**src/rtl/fpu_square_seq_if.sv**
```systemverilog
// Enable/done handshake bundle shared by the FPU arithmetic units.
// The sequencer drives enable/operand_in; the unit returns result, done and flags.
interface fpu_square_seq_if;
    logic        enable;
    logic [79:0] operand_in;
    logic [79:0] result;
    logic        done;
    logic        flag_invalid;
    logic        flag_overflow;
    logic        flag_underflow;
    logic        flag_inexact;

    modport master (
        output enable,
        output operand_in,
        input  result,
        input  done,
        input  flag_invalid,
        input  flag_overflow,
        input  flag_underflow,
        input  flag_inexact
    );

    modport slave (
        input  enable,
        input  operand_in,
        output result,
        output done,
        output flag_invalid,
        output flag_overflow,
        output flag_underflow,
        output flag_inexact
    );
endinterface

```
**src/rtl/fpu_square_seq.sv**
```systemverilog
// Sequential FP80 squarer: classify, radix-2 shift-add mantissa multiply,
// then round-to-nearest-even with saturation to +Inf / flush to +0.
module fpu_square_seq (
    input  logic              clk,
    input  logic              reset,
    fpu_square_seq_if.slave   bus
);

    typedef enum logic [2:0] {
        ST_IDLE  = 3'd0,
        ST_CHECK = 3'd1,
        ST_MUL   = 3'd2,
        ST_ROUND = 3'd3,
        ST_DONE  = 3'd4
    } state_t;

    // Flag vector order: {invalid, overflow, underflow, inexact}
    localparam logic [3:0] FLAG_NV = 4'b1000;
    localparam logic [3:0] FLAG_OF = 4'b0100;
    localparam logic [3:0] FLAG_UF = 4'b0010;
    localparam logic [3:0] FLAG_NX = 4'b0001;

    localparam logic [79:0] POS_INF    = 80'h7FFF_8000_0000_0000_0000;
    localparam logic [79:0] DEF_QNAN   = 80'hFFFF_C000_0000_0000_0000;
    localparam logic [79:0] POS_ZERO   = 80'h0000_0000_0000_0000_0000;

    typedef struct packed {
        logic [79:0] value;
        logic [3:0]  flags;
    } res_t;

    typedef struct packed {
        logic special;
        res_t res;
    } check_t;

    function automatic check_t classify(input logic [78:0] op);
        check_t c;
        c.special   = 1'b1;
        c.res.value = POS_ZERO;
        c.res.flags = 4'b0000;
        if (op[78:64] == 15'h0000) begin
            // Denormal inputs square to far below the normal range.
            if (op[63:0] != 64'h0) begin
                c.res.flags = FLAG_UF | FLAG_NX;
            end else begin
                c.res.flags = 4'b0000;
            end
        end else if (op[63] == 1'b0) begin
            c.res.value = DEF_QNAN;
            c.res.flags = FLAG_NV;
        end else if (op[78:64] == 15'h7FFF) begin
            if (op[62:0] == 63'h0) begin
                c.res.value = POS_INF;
            end else begin
                c.res.value = {1'b0, op[78:63], 1'b1, op[61:0]};
                c.res.flags = op[62] ? 4'b0000 : FLAG_NV;
            end
        end else begin
            c.special = 1'b0;
        end
        return c;
    endfunction

    function automatic res_t round_product(input logic [127:0] p,
                                           input logic [14:0]  e_in,
                                           input logic         sign);
        res_t               r;
        logic [63:0]        m;
        logic               guard;
        logic               sticky;
        logic               inexact;
        logic signed [16:0] e;
        logic [64:0]        m_inc;
        m_inc = 65'd0;
        if (p[127]) begin
            m      = p[127:64];
            guard  = p[63];
            sticky = |p[62:0];
            e      = $signed({1'b0, e_in, 1'b0}) - 17'sd16383 + 17'sd1;
        end else begin
            m      = p[126:63];
            guard  = p[62];
            sticky = |p[61:0];
            e      = $signed({1'b0, e_in, 1'b0}) - 17'sd16383;
        end
        if (guard & (sticky | m[0])) begin
            m_inc = {1'b0, m} + 65'd1;
            if (m_inc[64]) begin
                m = 64'h8000_0000_0000_0000;
                e = e + 17'sd1;
            end else begin
                m = m_inc[63:0];
            end
        end else begin
            m = m;
        end
        inexact = guard | sticky;
        if (e >= 17'sd32767) begin
            r.value = POS_INF;
            r.flags = FLAG_OF | FLAG_NX;
        end else if (e <= 17'sd0) begin
            r.value = POS_ZERO;
            r.flags = FLAG_UF | FLAG_NX;
        end else begin
            r.value = {sign, e[14:0], m};
            r.flags = {3'b000, inexact};
        end
        return r;
    endfunction

    state_t        state_r;
    logic [79:0]   op_r;
    logic [63:0]   mcand_r;
    logic [63:0]   mplier_r;
    logic [127:0]  acc_r;
    logic [6:0]    cnt_r;
    logic [79:0]   result_r;
    logic          done_r;
    logic [3:0]    flags_r;

    logic [64:0]   sum_s;
    logic          sign_s;
    check_t        chk_s;
    res_t          rnd_s;

    // Shift-add step, operand classification and rounding of the finished product.
    always_comb begin
        sum_s  = {1'b0, acc_r[127:64]} + (mplier_r[0] ? {1'b0, mcand_r} : 65'd0);
        sign_s = op_r[79] ^ op_r[79];
        chk_s  = classify(op_r[78:0]);
        rnd_s  = round_product(acc_r, op_r[78:64], sign_s);
    end

    // Control FSM with datapath registers and registered outputs.
    always_ff @(posedge clk) begin
        if (reset) begin
            state_r  <= ST_IDLE;
            op_r     <= 80'h0;
            mcand_r  <= 64'h0;
            mplier_r <= 64'h0;
            acc_r    <= 128'h0;
            cnt_r    <= 7'd0;
            result_r <= 80'h0;
            done_r   <= 1'b0;
            flags_r  <= 4'b0000;
        end else begin
            case (state_r)
                ST_IDLE: begin
                    if (bus.enable) begin
                        op_r    <= bus.operand_in;
                        flags_r <= 4'b0000;
                        state_r <= ST_CHECK;
                    end else begin
                        state_r <= ST_IDLE;
                    end
                end
                ST_CHECK: begin
                    if (chk_s.special) begin
                        result_r <= chk_s.res.value;
                        flags_r  <= chk_s.res.flags;
                        done_r   <= 1'b1;
                        state_r  <= ST_DONE;
                    end else begin
                        mcand_r  <= op_r[63:0];
                        mplier_r <= op_r[63:0];
                        acc_r    <= 128'h0;
                        cnt_r    <= 7'd0;
                        state_r  <= ST_MUL;
                    end
                end
                ST_MUL: begin
                    // Product shifts right as each multiplier bit is consumed.
                    acc_r    <= {sum_s, acc_r[63:1]};
                    mplier_r <= {1'b0, mplier_r[63:1]};
                    cnt_r    <= cnt_r + 7'd1;
                    if (cnt_r == 7'd63) begin
                        state_r <= ST_ROUND;
                    end else begin
                        state_r <= ST_MUL;
                    end
                end
                ST_ROUND: begin
                    result_r <= rnd_s.value;
                    flags_r  <= rnd_s.flags;
                    done_r   <= 1'b1;
                    state_r  <= ST_DONE;
                end
                ST_DONE: begin
                    if (!bus.enable) begin
                        done_r  <= 1'b0;
                        state_r <= ST_IDLE;
                    end else begin
                        state_r <= ST_DONE;
                    end
                end
                default: begin
                    done_r  <= 1'b0;
                    state_r <= ST_IDLE;
                end
            endcase
        end
    end

    assign bus.result         = result_r;
    assign bus.done           = done_r;
    assign bus.flag_invalid   = flags_r[3];
    assign bus.flag_overflow  = flags_r[2];
    assign bus.flag_underflow = flags_r[1];
    assign bus.flag_inexact   = flags_r[0];

endmodule

```
**src/flat_wrapper.sv**
```systemverilog
// flat-port wrapper written by rule: the top's interface ports become plain ports
module fpu_square_seq_flat 
  (clk, reset, bus_enable, bus_operand_in, bus_result, bus_done, bus_flag_invalid, bus_flag_overflow, bus_flag_underflow, bus_flag_inexact);
  fpu_square_seq_if bus_i ();
  input  logic clk;
  input  logic reset;
  input wire logic [$bits(bus_i.enable)-1:0] bus_enable;
  input wire logic [$bits(bus_i.operand_in)-1:0] bus_operand_in;
  output wire logic [$bits(bus_i.result)-1:0] bus_result;
  output wire logic [$bits(bus_i.done)-1:0] bus_done;
  output wire logic [$bits(bus_i.flag_invalid)-1:0] bus_flag_invalid;
  output wire logic [$bits(bus_i.flag_overflow)-1:0] bus_flag_overflow;
  output wire logic [$bits(bus_i.flag_underflow)-1:0] bus_flag_underflow;
  output wire logic [$bits(bus_i.flag_inexact)-1:0] bus_flag_inexact;
  assign bus_i.enable = bus_enable;
  assign bus_i.operand_in = bus_operand_in;
  assign bus_result = bus_i.result;
  assign bus_done = bus_i.done;
  assign bus_flag_invalid = bus_i.flag_invalid;
  assign bus_flag_overflow = bus_i.flag_overflow;
  assign bus_flag_underflow = bus_i.flag_underflow;
  assign bus_flag_inexact = bus_i.flag_inexact;
  fpu_square_seq u_core (.clk(clk), .reset(reset), .bus(bus_i));
endmodule
```
**config.mk**
```make
export PLATFORM = sky130hd
export DESIGN_NAME = fpu_square_seq_flat
export DESIGN_NICKNAME = d
export VERILOG_FILES = /design/src/rtl/fpu_square_seq_if.sv /design/src/rtl/fpu_square_seq.sv /design/src/flat_wrapper.sv
export SDC_FILE = /design/constraint.sdc
export NUM_CORES = 1
export LEC_CHECK = 0
export CORE_MARGIN = 8
export CORE_UTILIZATION = 48
export CTS_BUF_LIST = sky130_fd_sc_hd__clkbuf_4 sky130_fd_sc_hd__clkbuf_8 sky130_fd_sc_hd__clkbuf_16
export DETAILED_ROUTE_END_ITERATION = 12
export DONT_BUFFER_PORTS = 1
export GPL_ROUTABILITY_DRIVEN = 0
export SETUP_SLACK_MARGIN = 0.1
export SLEW_MARGIN = 25
export SYNTH_ARGS = -nofsm -noshare
export SYNTH_HDL_FRONTEND = slang
export SYNTH_SLANG_ARGS = --single-unit
```
**constraint.sdc**
```tcl
create_clock -name clk -period 12.9 [get_ports clk]
set_input_delay 2.58 -clock clk [delete_from_list [all_inputs] [get_ports clk]]
set_output_delay 2.58 -clock clk [all_outputs]
set_load 0.01 [all_outputs]
```
==> Yosys cells after proc, flatten, opt, wreduce, memory -nomap -nowiden <==
Cells that the tools add are included.
{ "op_classes": {"addsub": 6, "bitwise": 5, "n_mux": 40, "magnitude_cmp": 2, "n_reduce_logical": 16, "eq_ne": 10} }
{ "op_table": {"columns": ["cell", "count"], "rows": [
  ["64-bit two-way mux", 5],
  ["128-bit one-hot mux with 2 select lines", 1],
  ["84-bit two-way mux", 2],
  ["83-bit two-way mux", 2],
  ["80-bit one-hot mux with 2 select lines", 1],
  ["128-bit two-way mux", 1],
  ["64-bit one-hot mux with 2 select lines", 1],
  ["81-bit two-way mux", 1],
  ["80-bit two-way mux", 1],
  ["79-bit two-way mux", 1],
  ["64-bit by 1-bit adder with 65-bit output (second input constant)", 1],
  ["64-bit by 65-bit adder with 65-bit output", 1],
  ["64-bit nonzero test", 1],
  ["63-bit logical NOT", 1],
  ["63-bit OR reduction", 1],
  ["62-bit OR reduction", 1],
  ["17-bit two-way mux", 3],
  ["17-bit by 2-bit adder with 17-bit output (second input constant)", 2],
  ["4-bit two-way mux", 5],
  ["17-bit by 16-bit >= comparator with 1-bit output (second input constant)", 1],
  ["17-bit by 1-bit less-or-equal comparator with 1-bit output (second input constant)", 1],
  ["16-bit by 14-bit subtractor with 17-bit output (second input constant)", 1],
  ["15-bit equality test (second input constant)", 1],
  ["15-bit logical NOT", 1],
  ["other kinds (24)", 42]
]} }
{ "totals": {"regBits": 430, "out_inout_bits": 85, "word_cells": 88, "input_bits": 83} }

==> Logic depth before layout (Yosys ltp) <==
Gate-level depths: netlist of run 1.
{ "depth": {"word_depth": 10, "mapped_depth": 22, "ltp_nobuf": 14} }

==> Least setup slack after synthesis of run 1 <==
Ideal clock, no wire load.
{ "synth_path": {"kind": "register to register", "from": "register u_core.acc_r[127]", "to": "register u_core.result_r[41], in the netlist u_core.bus.result[41]", "synth_period_minus_slack_ns": 5.437, "path_stages_with_launch": 23, "setup_slack_ns": 7.463, "path_buffers": 9, "t_required_ns": 12.767, "setup_ns": 0.133, "arrival_time_ns": 5.305, "cell_sequence": "dfxtp_1 > buf_6 > buf_8 > buf_4 > buf_2 > clkbuf_1 > buf_1 > clkbuf_1 > mux2_2 > ha_1 > clkbuf_1 > nor4bb_1 > nand2_1 > nor2_1 > o211ai_1 > nor4_1 > mux2i_1 > o211ai_1 > nor4b_2 > nor4_4 > buf_4 > a221oi_1 > nor3_2"} }
{ "synth_via": {"elab_chain_cells": 8, "word_cells_on_any_way": 17, "classes_between": "2 x add/sub; 2 x order compare; 11 x mux; 2 x bitwise"} }
{ "synth_lines": {"columns": ["item", "line", "text"], "rows": [
  ["start, declared", "fpu_square_seq.sv:116", "logic [127:0] acc_r;"],
  ["start signal, assigned", "fpu_square_seq.sv:174", "acc_r <= {sum_s, acc_r[63:1]};"],
  ["64-bit two-way mux (tied with other cells)", "fpu_square_seq.sv:76", "if (p[127]) begin"],
  ["64-bit by 1-bit adder with 65-bit output (tied with other cells)", "fpu_square_seq.sv:88", "m_inc = {1'b0, m} + 65'd1;"],
  ["17-bit two-way mux or 1-bit AND (tied branches)", "fpu_square_seq.sv:89, fpu_square_seq.sv:87", null],
  ["17-bit two-way mux", "fpu_square_seq.sv:87", "if (guard & (sticky | m[0])) begin"],
  ["17-bit by 1-bit less-or-equal comparator with 1-bit output", "fpu_square_seq.sv:102", "end else if (e <= 17'sd0) begin"],
  ["83-bit two-way mux", "fpu_square_seq.sv:102", null],
  ["84-bit two-way mux (*)", "fpu_square_seq.sv:99", "if (e >= 17'sd32767) begin"],
  ["80-bit one-hot mux with 2 select lines (*)", "fpu_square_seq.sv:148", "case (state_r)"],
  ["end signal, assigned", "fpu_square_seq.sv:160", "result_r <= chk_s.res.value;"],
  ["end signal, assigned", "fpu_square_seq.sv:184", "result_r <= rnd_s.value;"],
  ["end, declared", "fpu_square_seq.sv:118", "logic [79:0] result_r;"]
]} }
Every way passes the cells marked *; elsewhere a longest branch is shown, timed or not.
A chain may end at the register's enable or synchronous reset.

==> Worst setup path in the final report of run 1 <==
{ "layout_path": {"from": "register u_core.acc_r[127]", "to": "register u_core.result_r[35], in the netlist u_core.bus.result[35]"} }
Same word-level chain as after synthesis.

==> reports/metrics.sh, run 1 <==
STD_CELL_ROWS=82
CRIT_BUF_INV=3
VIAS=23000
MOSTFREQUENTLAYOUTCELLS='nand2_1, dfxtp_1, a21oi_1, nor2_1, nand3_1'
FINAL.HOLD.WORST_SLACK_PS=450
CLOCKROOTBUFFER='clkbuf_16'
ROUTED_WIRE_LENGTH_PER_INSTANCE_UM=19.8
AVGSYNTHCELLAREA_UM2=7.46
SYNTH-ASYNC-RESET-RATIO_PCT=0
SYNTH_FLOP_CELL='dfxtp_1'
POSTROUTEANTENNANETS=0
TOP_LEVEL_PORTS=168
DESIGN.CORE.AREA_UM2=50000
CLOCK_LATENCY_OF_THE_LATER_CLOCKED_REGISTER_IN_THE_WORST_SKEW_PAIR_PS=600
AREA_SHARE_OF_FA_HA_MAJ_CELLS_AFTER_SYNTHESIS_PCT=3.76
CRITICAL_PATH.MOST_COMMON_CELL='buf_4'
HOLDCRITPATHCLASS='reg2reg'
SYN-INSTANCE-COUNT=3237
YS_TYPES=100
FINALCRITPERIODSHARE_PCT=53.5
GRT_ANTENNA_BEFORE_REPAIR=1
CTSRESIZECOUNT=0
FLOORPLAN.DIE_AREA_UM2=57800
YOSYS-MUX-AREA-FRACTION_PCT=1.48
CTS_HOLD_BUFFERS=0
FIRST_ITER_VIOLATIONS=1986
CRIT_FAMILY='simple AND/OR/NAND/NOR gates'
IO_BUFFERS=0
SLEW_HEADROOM_PCT=30.4
SYNTHESIS_TO_FINISH_AREA_GROWTH_PCT=7.61
SYNTHESIS.NETS=3392
GRT_FIRST_PASS_WIRELENGTH_UM=116000
CRITICAL_PATH_PEAK_FANOUT=89
START_KIND='flip-flop'
GRT_MAX_DEGREE=404
DETAIL_ROUTE.WIRELENGTH_UM=74700
YOSYSWARNINGS=0
LAYOUT.CELLS.MOST_COMMON='nand2_1'
N_ANTENNA_CELL=0
WORST-ENDPOINT-ARRIVAL_PS=7390
DRIVE_GT1_SHARE_PCT=5.48
HOLD_VIOLATIONS=0
SETUP_SLACK_PS=5990
CLOCK_SINK_COUNT=430
HPWL_UM=50900
NUMBER_OF_GLOBAL_ROUTE_VIAS_BEFORE_REPAIR=20900
POST_LAYOUT_UTIL_PCT=52.0
HTREE_LEVELS=2
CTS-ROOT-TO-SINK-BUFFERS=3
LEAKAGE_nW=9.08
SETUP_VIOL_COUNT_FINAL=0
STATUS='complete, no violations'
CRIT_REQUIRED_PS=13390
SYNTH_EDF_COUNT=0
WORST-SLEW-PIN-TRANSITION_PS=1040
FP.DIEH_UM=240
SYNTH_SIMPLE_GATE_AREA_SHARE_PCT=27.4
MAX-CAP-VIOLATIONS=0
ROUTE.DETAILED.DRC=0
DRT_PRE_ANTENNA_ITERS=6
MAXCLOCKFREQUENCY_MHz=145
CTS_SETUP_BUFFERS=0
GRT_OVERFLOW=0
SYNTH_TOP_FAMILY_BY_AREA='simple AND/OR/NAND/NOR gates'
CTS_BUFFERS=48
LARGEST_STAGE_DELAY_ON_THE_CRITICAL_PATH_PS=960
SYNTH.YOSYS.SEQ_AREA_SHARE_PCT=35.6
GRT_UTIL_MET1_PCT=34.1
SYNTH_COMPOUND_GATE_AREA_SHARE_PCT=22.1
TIMING.CRITICAL_PATH.TO_TYPE='flip-flop'
PATH_CLK_SLEW_PS=60
GRT_USE_MET2_PCT=37.7
TIMING.FINAL.MAX_SLEW_VIOLATIONS=0
FINALSETUPTNS_PS=0
POST-ROUTE-MIN-PERIOD_PS=6910
FLOORPLAN.INITIALDENSITY_PCT=48.3
GRT_MOST_USED_LAYER='met2'
DRT-VIAS-PER-INSTANCE=6.10
SETUP_SLACK_PLACEMENT_PS=6140
CRIT_SLOWEST_CELL='dfxtp_4'
GRTUSAGEMET3_PCT=5.02
POST_SYNTH_XOR_AREA_FRACTION_PCT=4.45
DIEWIDTH_UM=240
POST_SYNTH_INSTANCE_AREA_UM2=24200
POST_SYNTHESIS_REGISTER_BIT_COUNT=430
MAX-VDD-IR-DROP_uV=92.1
TIMING.CRITICAL_PATH.CELLS='buf_4 -> mux2i_1 -> inv_1 -> ha_1 -> nand2_1 -> or2_0 -> a2111o_1 -> or3_1 -> or4_4 -> xnor2_2 -> nand3_2 -> nor4_4 -> buf_4 -> o211ai_1 -> a211oi_1'
GR-USAGE-ALL-LAYERS_PCT=24.9
FINALNETCOUNT=3220
RSZ_0062_RAISED_AFTER_GLOBAL_ROUTING='false'
WORST_CLOCK_SKEW_PS=17.6
SETUP.WORST_PATH.CLASS='reg2reg'
CTS_TREE='done'
POWER.DENSITY_nW_PER_UM2=121
[flip-flops by register name, summed over array words and instances, names as in the netlist]
register and flops:
u_core.bus.result 80, u_core.state_r 3, u_core.mcand_r 64, u_core.cnt_r 7, u_core.op_r 79, u_core.mplier_r 64
u_core.acc_r 128, u_core.bus.done 1, u_core.flags_r 4
[worst paths after layout]
| kind | from | end | slack (ps) | cells after the start |
|---|---|---|---|---|
| worst max register to register | u_core.acc_r[127] | u_core.bus.result[35] | 5990 | 15 |
| worst min-delay path | u_core.mcand_r[31] | u_core.mcand_r[31] | 450 | 2 |
| worst max-delay path | u_core.acc_r[127] | u_core.bus.result[35] | 5990 | 15 |
| worst min register to register | u_core.mcand_r[31] | u_core.mcand_r[31] | 450 | 2 |
[cell usage after synthesis, types with 7 or more instances]
library cell	n	area, um2
mux2_2	10	113
a22oi_1	11	82.6
nor2_1	175	657
dfxtp_1	430	8610
and2_1	77	482
buf_6	10	113
o211ai_1	13	97.6
a221oi_1	55	482
a21oi_1	392	1960
a31oi_1	88	551
or4_1	8	60.1
or2_2	7	43.8
buf_2	8	40.0
and3_1	14	87.6
a21o_1	42	315
inv_1	45	169
o21bai_1	12	90.1
a311oi_1	22	193
nand2b_1	17	106
o21a_1	7	52.6
o21ai_0	99	495
buf_1	24	90.1
nand3_1	161	806
nand4_1	34	213
xor2_1	58	508
and4_1	16	140
mux2i_1	23	230
nor4_1	51	319
ha_1	71	888
xnor2_1	63	552
or3_1	14	87.6
a211oi_1	54	405
nor3_1	73	365
nor3_2	10	100
nor2b_1	18	113
nand2_1	711	2670
a21boi_0	10	75.1
clkbuf_1	189	709
[power by group]
part	switching (mW)	internal (mW)	total (mW)	leakage, nW
clock	0.574	0.949	1.52	0.873
combinational	0.124	0.0646	0.188	4.72
sequential	0.0666	1.37	1.44	3.49
[layer usage]
layer | wire length, um | up-vias
met5 | 12 | -
met4 | 3160 | 2
met3 | 6230 | 157
met2 | 31900 | 817
met1 | 33300 | 10900
li1 | - | 11200
[through the flow]
step | std cells | area [um2] | power (mW)
floorplan | 3237 | 24200 | 1.59
detailed placement | 3684 | 24100 | 1.65
global placement | 3684 | 24100 | 1.64
CTS | 3769 | 25900 | 3.17
global route | 3772 | 26000 | 3.25
finish | 3772 | 26000 | 3.15
[cell type report]
cell class / count / area, um2
Fill cell: 4849 / 24000
Clock buffer: 67 / 1420
Sequential cell: 430 / 8610
Clock inverter: 18 / 337
Multi-Input combinational cell: 2517 / 14400
Inverter: 45 / 169
Tap cell: 672 / 841
Timing Repair Buffer: 23 / 229
[worst min-delay path, delay by kind of cell, from the launching register on]
kind,cells,cell delay (ps)
AND/OR/NAND/NOR,1,50
flip-flops,1,300
AO/OA/AOI/OAI,1,50
[logic make-up (layout without fill, tap and decap cells)]
| kind of cell | after synthesis | count (layout) |
|---|---|---|
| simple gates | 1427 | 1427 |
| compound gates | 862 | 862 |
| flops | 430 | 430 |
| buf+inv | 290 | 153 |
| xor+xnor | 122 | 122 |
| fa+ha+maj | 72 | 72 |
| mux | 34 | 34 |
(Power assumes the default switching activity.)
==> inputs of run 2 (changes only) <==
==> constraint.sdc (replaced) <==
create_clock -name clk -period 6.62 [get_ports clk]
set_input_delay 1.324 -clock clk [delete_from_list [all_inputs] [get_ports clk]]
set_output_delay 1.324 -clock clk [all_outputs]
set_load 0.01 [all_outputs]
==> run 2 against run 1 <==
Worst setup slack lost 5200 ps. Flip-flop and latch count is the same. Non-clock buffer count grew 3. Sequential share of layout area grew 0.10 points. Via count shrank 0.23%. Cell count grew 0.19%. Power grew 90%. Wire length grew 1.7%. Hold slack lost 1.6 ps. Combinational power grew 91%. First-iteration DRC count grew 8.8%. Critical path type unchanged. Largest cell class unchanged.
==> reports/metrics.sh, run 2 (same netlist as run 1, synthesis figures left out) <==
STATUS='complete, no violations'  # unchanged
SLEW_HEADROOM_PCT=2.62  # was 30.4%
MOSTFREQUENTLAYOUTCELLS='nand2_1, dfxtp_1, a21oi_1, nor2_1, nand3_1'  # unchanged
GR-USAGE-ALL-LAYERS_PCT=25.4  # was 24.9%
POST-ROUTE-MIN-PERIOD_PS=5790  # was 6910 ps
CRIT_REQUIRED_PS=7050  # was 13,390 ps
CTS_TREE='done'  # unchanged
CTSRESIZECOUNT=0  # unchanged
STD_CELL_ROWS=82  # unchanged
FINALNETCOUNT=3224  # was 3,220
TIMING.CRITICAL_PATH.TO_TYPE='flip-flop'  # unchanged
SYNTHESIS_TO_FINISH_AREA_GROWTH_PCT=7.28  # was 7.61%
MAX-VDD-IR-DROP_uV=195  # was 92.1 uV
HOLD_VIOLATIONS=0  # unchanged
DETAIL_ROUTE.WIRELENGTH_UM=75900  # was 74,700 um
LARGEST_REGISTER_FF_COUNT=128  # unchanged
TOP_LEVEL_PORTS=168  # unchanged
FILLER_CELL_COUNT=4914  # was 4,849
FINAL_DESIGN_AREA_NO_FILL_UM2=25900  # was 26,000 um2
LEAKAGE_nW=9.04  # was 9.08 nW
CRITICAL_PATH_PEAK_FANOUT=63  # was 89
DESIGN.CORE.AREA_UM2=50000  # unchanged
FINALCRITPERIODSHARE_PCT=87.4  # was 53.5%
HOLDCRITPATHCLASS='reg2reg'  # unchanged
LAYOUTNONFILLERINSTCOUNT=3779  # was 3,772
ROUTED_WIRE_LENGTH_PER_INSTANCE_UM=20.1  # was 19.8 um
CLOCKROOTBUFFER='clkbuf_16'  # unchanged
POSTROUTEANTENNANETS=0  # unchanged
FLOORPLAN.DIE_AREA_UM2=57800  # unchanged
WORST-SLEW-PIN-TRANSITION_PS=1460  # was 1040 ps
LAYOUT.CELLS.MOST_COMMON='nand2_1'  # unchanged
FP.DIEH_UM=240  # unchanged
MAX-CAP-VIOLATIONS=0  # unchanged
POST_LAYOUT_UTIL_PCT=51.9  # was 52.0%
SETUP_SLACK_PS=832  # was 5990 ps
TOTAL_POWER_mW=5.97  # was 3.15 mW
IO_BUFFERS=0  # unchanged
FINAL.HOLD.WORST_SLACK_PS=448  # was 450 ps
CTS-ROOT-TO-SINK-BUFFERS=3  # unchanged
FLOORPLAN.INITIALDENSITY_PCT=48.3  # unchanged
CTS_HOLD_BUFFERS=0  # unchanged
VIAS=23000  # about the same
SETUP_VIOL_COUNT_FINAL=0  # unchanged
NUMBER_OF_GLOBAL_ROUTE_VIAS_BEFORE_REPAIR=21200  # was 20,900
START_KIND='flip-flop'  # unchanged
CTS_SETUP_BUFFERS=0  # unchanged
DRT_PRE_ANTENNA_ITERS=6  # unchanged
DRT-VIAS-PER-INSTANCE=6.08  # was 6.10
FIRST_ITER_VIOLATIONS=2161  # was 1,986
POWER.DENSITY_nW_PER_UM2=230  # was 121 nW/um2
WORST_CLOCK_SKEW_PS=21.7  # was 17.6 ps
MAXCLOCKFREQUENCY_MHz=173  # was 145 MHz
GRT_FIRST_PASS_WIRELENGTH_UM=119000  # was 116,000 um
ROUTE.DETAILED.DRC=0  # unchanged
CLOCK_LATENCY_OF_THE_LATER_CLOCKED_REGISTER_IN_THE_WORST_SKEW_PAIR_PS=600  # about the same
HTREE_LEVELS=2  # unchanged
GRT_ANTENNA_BEFORE_REPAIR=0  # was 1
RSZ_0062_RAISED_AFTER_GLOBAL_ROUTING='false'  # unchanged
CTS_BUFFERS=49  # was 48
PLACED_CELLS_INCL_TAPS=3690  # was 3,684
GRT_MAX_DEGREE=404  # unchanged
SETUP.WORST_PATH.CLASS='reg2reg'  # unchanged
MAX_FLOP_REGISTER='u_core.acc_r'  # unchanged
SETUP_SLACK_PLACEMENT_PS=1020  # was 6140 ps
DRIVE_GT1_SHARE_PCT=5.63  # was 5.48%
PATH_CLK_SLEW_PS=60  # about the same
WORST-ENDPOINT-ARRIVAL_PS=6220  # was 7390 ps
PLACE_AREA_UM2=24200  # was 24,100 um2
TIMING.FINAL.MAX_SLEW_VIOLATIONS=0  # unchanged
CLOCK_SINK_COUNT=430  # unchanged
HPWL_UM=51100  # was 50,900 um
GRT_OVERFLOW=0  # unchanged
FINALSETUPTNS_PS=0  # unchanged
N_ANTENNA_CELL=0  # unchanged
DIEWIDTH_UM=240  # unchanged
[run 2: area by class of cell]
cell class	count	area, um2	area share (%)
clock inverters	18	183	0.705
repair buffers	26	236	0.913
well taps	672	841	3.24
inverters	45	169	0.652
clock buffers	71	1500	5.79
multi-input cells	2517	14400	55.5
flip-flops and latches	430	8610	33.2
[run 2: final timing paths]
check / from / end / slack (ps) / cells after the start
setup / recovery: u_core.acc_r[127] / u_core.bus.result[19] / 830 / 13
hold / removal: u_core.mcand_r[48] / u_core.mcand_r[48] / 450 / 2
setup reg to reg: u_core.acc_r[127] / u_core.bus.result[19] / 830 / 13
hold reg to reg: u_core.mcand_r[48] / u_core.mcand_r[48] / 450 / 2
[run 2: routing by layer]
metal / track usage (%) / wire length [um]
met5: 0 / 0
met4: 8.31 / 2290
met3: 4.94 / 6370
met2: 38.9 / 33200
met1: 35.6 / 34100
[run 2: where the power goes]
group	switching (mW)	leakage (nW)	internal [mW]
logic	0.240	4.71	0.120
clock network	1.12	0.839	1.69
registers	0.132	3.49	2.67
[run 2: critical path, cell delays in order, from the launching register on]
cell and delay, ps:
dfxtp_4 870, buf_4 330, nand2_2 80, a2111oi_2 530
nand4_2 290, or4_1 890, nor4_1 590, mux2i_1 280
o211ai_1 140, nor4b_2 750, nor4_4 100, buf_12 250
a221oi_1 400, nor3_2 80
